<file path="src/rtl/pool_window_scheduler.sv">
// pool_window_scheduler
//
// This block feeds one image frame of pixels into the max-pool datapath and
// tracks where each pixel sits in the frame. It tracks the raster row and
// column of every accepted pixel. When an accepted pixel is the bottom-right
// corner of a stride-aligned pooling window, the block raises a window tag.
// The tag carries that window's output coordinates. The pooling datapath
// trusts this tag instead of its own delay counter.
//
// Ports:
//   clock      rising-edge clock
//   reset      synchronous, active-high reset
//   start      begin a frame (sampled only in IDLE)
//   busy       high while streaming or draining a frame
//   done       one-cycle pulse after the last window handshake of a frame
//   pix_valid  source has a pixel
//   pix_data   pixel value
//   pix_ready  block accepts the pixel this cycle
//   dp_enable  datapath shift enable (pix_valid & pix_ready)
//   dp_data    pixel value passed through to the datapath
//   win_valid  a window completed; win_row/win_col are valid
//   win_ready  consumer accepts the window tag
//   win_row    output row index of the completed window
//   win_col    output column index of the completed window
//   win_count  windows handshaken in the current frame

module pool_window_scheduler #(
  parameter int BITWIDTH     = 8,
  parameter int FILTER_WIDTH = 3,
  parameter int IMAGE_WIDTH  = 11,
  parameter int IMAGE_HEIGHT = 11,
  parameter int STRIDE       = 2,
  localparam int MAX_DIM     = (IMAGE_WIDTH > IMAGE_HEIGHT) ? IMAGE_WIDTH : IMAGE_HEIGHT,
  localparam int CW          = $clog2(MAX_DIM + 1)
) (
  input  logic                clock,
  input  logic                reset,
  input  logic                start,
  output logic                busy,
  output logic                done,
  input  logic                pix_valid,
  input  logic [BITWIDTH-1:0] pix_data,
  output logic                pix_ready,
  output logic                dp_enable,
  output logic [BITWIDTH-1:0] dp_data,
  output logic                win_valid,
  input  logic                win_ready,
  output logic [CW-1:0]       win_row,
  output logic [CW-1:0]       win_col,
  output logic [2*CW-1:0]     win_count
);

  typedef enum logic [1:0] {
    IDLE,
    STREAM,
    DRAIN,
    DONE
  } state_t;

  // The constants are sized to the counters, so every comparison uses equal widths.
  localparam logic [CW-1:0] COL_LAST  = CW'(IMAGE_WIDTH - 1);
  localparam logic [CW-1:0] ROW_LAST  = CW'(IMAGE_HEIGHT - 1);
  localparam logic [CW-1:0] WIN_START = CW'(FILTER_WIDTH - 1);
  localparam logic [CW-1:0] PH_LAST   = CW'(STRIDE - 1);

  state_t        state;
  logic [CW-1:0] row;
  logic [CW-1:0] col;
  logic [CW-1:0] rph;
  logic [CW-1:0] cph;
  logic [CW-1:0] out_row;
  logic [CW-1:0] out_col;

  logic accept;
  logic handshake;
  logic col_wrap;
  logic frame_last;
  logic row_in_win;
  logic col_in_win;
  logic hit;
  logic start_frame;

  // Input stalls while an unaccepted window tag is pending. This guarantees
  // that a new hit can never overwrite a tag the consumer has not seen yet.
  assign pix_ready   = (state == STREAM) && !(win_valid && !win_ready);
  assign accept      = pix_valid && pix_ready;
  assign dp_enable   = accept;
  assign dp_data     = pix_data;
  assign handshake   = win_valid && win_ready;

  assign col_wrap    = (col == COL_LAST);
  assign frame_last  = col_wrap && (row == ROW_LAST);
  assign row_in_win  = (row >= WIN_START);
  assign col_in_win  = (col >= WIN_START);
  assign hit         = accept && row_in_win && col_in_win && (rph == '0) && (cph == '0);
  assign start_frame = (state == IDLE) && start;

  // Frame sequencing. busy and done are registered alongside the state, so
  // downstream logic sees them without a decode of the state register.
  always_ff @(posedge clock) begin
    if (reset) begin
      state <= IDLE;
      busy  <= 1'b0;
      done  <= 1'b0;
    end else begin
      case (state)
        IDLE: begin
          done <= 1'b0;
          if (start) begin
            state <= STREAM;
            busy  <= 1'b1;
          end
        end
        STREAM: begin
          if (accept && frame_last) begin
            state <= DRAIN;
          end
        end
        DRAIN: begin
          // The last hit's tag may still be waiting for the consumer.
          if (!win_valid || win_ready) begin
            state <= DONE;
            busy  <= 1'b0;
            done  <= 1'b1;
          end
        end
        DONE: begin
          state <= IDLE;
          done  <= 1'b0;
        end
        default: begin
          state <= IDLE;
          busy  <= 1'b0;
          done  <= 1'b0;
        end
      endcase
    end
  end

  // Raster position and stride phases. A phase stays at 0 until its axis
  // reaches the first complete window position (F-1). After that it cycles
  // 0..S-1, so a phase of 0 marks a stride-aligned window edge without any
  // division. out_row/out_col count completed window positions. They supply
  // the tag coordinates directly.
  always_ff @(posedge clock) begin
    if (reset) begin
      row       <= '0;
      col       <= '0;
      rph       <= '0;
      cph       <= '0;
      out_row   <= '0;
      out_col   <= '0;
      win_count <= '0;
    end else if (start_frame) begin
      row       <= '0;
      col       <= '0;
      rph       <= '0;
      cph       <= '0;
      out_row   <= '0;
      out_col   <= '0;
      win_count <= '0;
    end else begin
      if (handshake) begin
        win_count <= win_count + 1'b1;
      end
      if (accept) begin
        if (col_wrap) begin
          col     <= '0;
          cph     <= '0;
          out_col <= '0;
          if (row == ROW_LAST) begin
            row     <= '0;
            rph     <= '0;
            out_row <= '0;
          end else begin
            row <= row + 1'b1;
            if (row_in_win) begin
              rph <= (rph == PH_LAST) ? '0 : rph + 1'b1;
            end
            // A window row just finished, so the next window row begins.
            if (row_in_win && (rph == '0)) begin
              out_row <= out_row + 1'b1;
            end
          end
        end else begin
          col <= col + 1'b1;
          if (col_in_win) begin
            cph <= (cph == PH_LAST) ? '0 : cph + 1'b1;
          end
          if (hit) begin
            out_col <= out_col + 1'b1;
          end
        end
      end
    end
  end

  // Window tag register. A hit always wins over the drop, because a hit can
  // only occur in a cycle where any pending tag is also being handshaken.
  always_ff @(posedge clock) begin
    if (reset) begin
      win_valid <= 1'b0;
      win_row   <= '0;
      win_col   <= '0;
    end else if (hit) begin
      win_valid <= 1'b1;
      win_row   <= out_row;
      win_col   <= out_col;
    end else if (handshake) begin
      win_valid <= 1'b0;
    end
  end

endmodule

</file>
<file path="config.mk">
export PLATFORM = sky130hd
export DESIGN_NAME = pool_window_scheduler
export DESIGN_NICKNAME = d
export VERILOG_FILES = /design/src/rtl/pool_window_scheduler.sv
export SDC_FILE = /design/constraint.sdc
export NUM_CORES = 1
export LEC_CHECK = 0
export BUFFER_PORTS_ARGS = -buffer_cell sky130_fd_sc_hd__buf_4
export CAP_MARGIN = 20
export CORE_UTILIZATION = 59
export DETAILED_ROUTE_END_ITERATION = 10
export PLACE_DENSITY = 0.84
export RECOVER_POWER = 100
export SYNTH_ARGS = -nofsm -noshare
export SYNTH_HDL_FRONTEND = slang
export SYNTH_SLANG_ARGS = --single-unit
</file>
<file path="constraint.sdc">
create_clock -name clock -period 3 [get_ports clock]
set_clock_uncertainty 0.15 [all_clocks]
set_input_delay 0.15 -clock clock [delete_from_list [all_inputs] [get_ports clock]]
set_output_delay 0.15 -clock clock [all_outputs]
set_load 0.02 [all_outputs]
</file>
==> results.toml <==
[status]
status = "finished clean"

[route]
drc_errors = 0
postRouteAntennaNets = 0
vias = 2082
routed_wl_um = 5052
first_pass_iters = 4
drt-initial-drc-count = 206
vias_per_cell = 6.178
wl_per_cell_um = 14.99

[cts]
cts_tree = "yes"
htreeDepth = 2
cts-buffers-inserted = 5
clock_latency_ps = 300
cts.path.max_buffers = 2
clk_pin_slew_worst_paths_ps = 90
cts_sinks = 45
post_cts_buffers = 0
ctsResizeCount = 0
cts-root-buf = "clkbuf_8"

[critical_path]
critPathMaxFanout = 16
crit_type = "reg2reg"
cp-start-kind = "flop"
r2r_slack_ps = 370
reg2reg_from = "state[1]"
arrival_ps = 2660
r2r_cells = 6
required_ps = 3030
critPathCaptureType = "flop"
rr_endpoint = "rph[1]"

[min_path]
hold_start = "start"
hold_class = "in2reg"
min_to = "busy"
holdPathStages = 4

[power]
power_mw = 1.275
ir_drop_mv = 0.4132
cellPowerDensity_nw_per_um2 = 518.5
leakage_nw = 0.7925

[sta]
rsz0062_at_grt = "no"
worst_pin_slew_ps = 960.4
min_period_ps = 2633
max_freq_mhz = 379.8
slew_headroom = 0.3548
slew_viol_final = 0
hold_viol = 0
totalNegativeSetupSlack_ps = 0
final-setup-viol-count = 0
timing.final.crit_share = 0.8777

[logic_synthesis]
yosysSeqAreaShare = 0.3892
synth_nets = 296
ys_seq_elements = 45
async_flop_share = 0
synth_edf_count = 0
syn_avg_cell_area_sq_um = 8.356
yosysWarnings = 0
synth_ff_type = "dfxtp_1"
ys_types = 46
synthCells = 277
synthesis.area_sq_um = 2315

[global_route]
gr-usage-all-layers = 0.2667
grt_use_met1 = 0.3385
grt-busiest-layer = "met2"
antenna_found_initial = 0
grt.overflow.total = 0
grt.met3_usage = 0.07570
grt_pass1_vias = 1852
grt_pass1_wl_um = 8618
grt_max_degree = 17
grt_util_met2 = 0.4250

[floorplan]
io_pins = 42
start_util = 0.6229
dieArea_sq_um = 4178
fp.dieW_um = 64.64
die_h_um = 64.64
std_cell_rows = 22
coreArea_sq_um = 3716

[final_layout]
instances_no_fill = 337
area_delta_synth_final_pct = 6.216
layout-drive-gt1-share = 0.06228
final_nets = 307
diodes = 0
final_core_util = 0.6616

[flow_run]
drv_cap = 0

[place]
place_inst = 328
gp_congestion = 0.8034
port_buffers = 25
post-dp-hpwl_um = 3485
worst max path at each step:
| stage | start | endpoint | slack (ps) |
|---|---|---|---|
| floorplan | state[1] | out_row[2] | 1120 |
| global placement | state[1] | rph[1] | 590 |
| detailed placement | state[1] | rph[1] | 510 |
| CTS | state[1] | rph[1] | 510 |
| global route | state[1] | rph[1] | 150 |
| finish | state[1] | rph[1] | 370 |
kinds of logic after synthesis:
| logic type | count (synthesis) | synth area share |
|---|---|---|
| AO/OA/AOI/OAI | 64 | 0.1633 |
| XOR/XNOR | 15 | 0.05676 |
| adder cells (fa/ha/maj) | 6 | 0.03243 |
| buffers and inverters | 33 | 0.06865 |
| flip-flops | 45 | 0.3892 |
| multiplexers | 1 | 0.004324 |
| AND/OR/NAND/NOR | 113 | 0.2854 |
state kept, by name (all words and copies together), names as in the netlist, 2 cells and up:
signal,cells
win_count,8
col,4
cph,4
out_col,4
out_row,4
row,4
rph,4
win_col,4
win_row,4
state,2
metal layers:
layer  routed length (um)  up-vias
met3                  301        9
met2                 2332       69
li1                     -     1024
met5                    0        -
met4                   80        0
met1                 2337      980
worst max-delay path: stages, from the launching register on:
cell	delay [ps]
dfxtp_1	330
inv_1	80
ha_1	200
and2_0	400
nand3_1	510
o21ai_0	670
o22ai_1	170
cells in the final DEF (no fill, tap or decap), types with 5 or more instances in the layout:
cell	n
nand4_1	10
nor3_1	6
ha_1	6
a21oi_1	22
dfxtp_1	45
clkbuf_8	5
clkbuf_1	24
a31oi_1	5
xnor2_1	9
nor2_1	21
nand3_1	19
o21ai_0	22
inv_1	9
o211ai_1	5
buf_4	5
xor2_1	6
nand2_1	17
or4_1	7
nor2b_1	5
synthesized netlist by cell type (all sizes together) (2+ instances only):
cell     instances  share of area
ha               6          0.032
o211ai           5          0.016
nand2           17          0.028
or4              7          0.023
nor4             5          0.026
nand3           19          0.041
dfxtp           45           0.39
buf             12          0.035
a31oi            5          0.014
xor2             6          0.023
nand3b           2         0.0065
a21oi           22          0.048
nor3             6          0.015
o21ai           22          0.048
xnor2            9          0.034
and3             4          0.011
nand4bb          2         0.0097
and2             5          0.014
nand4           11          0.032
inv              9          0.015
o2111ai          2         0.0076
nor2            21          0.034
clkbuf          12          0.019
or3              3         0.0081
nor2b            5          0.014
per-stage QoR:
| step | hold WS, ps | area, sq um | setup slack, ps |
|---|---|---|---|
| 6_report | 134.5 | 2459 | 367.0 |
| 5_1_grt | 150.0 | 2459 | 148.8 |
| 4_1_cts | 131.7 | 2544 | 511.7 |
| 3_5_place_dp | 150.1 | 2450 | 511.1 |
| 3_3_place_gp | 150.1 | 2445 | 590.7 |
| 2_1_floorplan | 103.4 | 2315 | 1121 |
timing repair:
item,in CTS,in global routing
hold buffers,1,0
hold endpoints to repair,10,0
setup endpoints to repair,0,0
report_power, final:
group / internal (mW) / total (mW) / switching, mW / leakage [nW]
Clock: 0.165 / 0.373 / 0.208 / 0.0385
Sequential: 0.620 / 0.642 / 0.0216 / 0.363
Combinational: 0.0898 / 0.260 / 0.170 / 0.391
Total: 0.875 / 1.27 / 0.400 / 0.792
area by class of cell:
type                       instances  area (sq um)
tap                               48         60.06
timing repair buffer              28         130.1
clock buffer                       7         76.32
inverter                           9         33.78
sequential                        45         900.9
clock inverter                     1         7.507
multi-input combinational        199          1250
fill                             332          1257
Note: power is estimated with default switching activity, not from simulation.
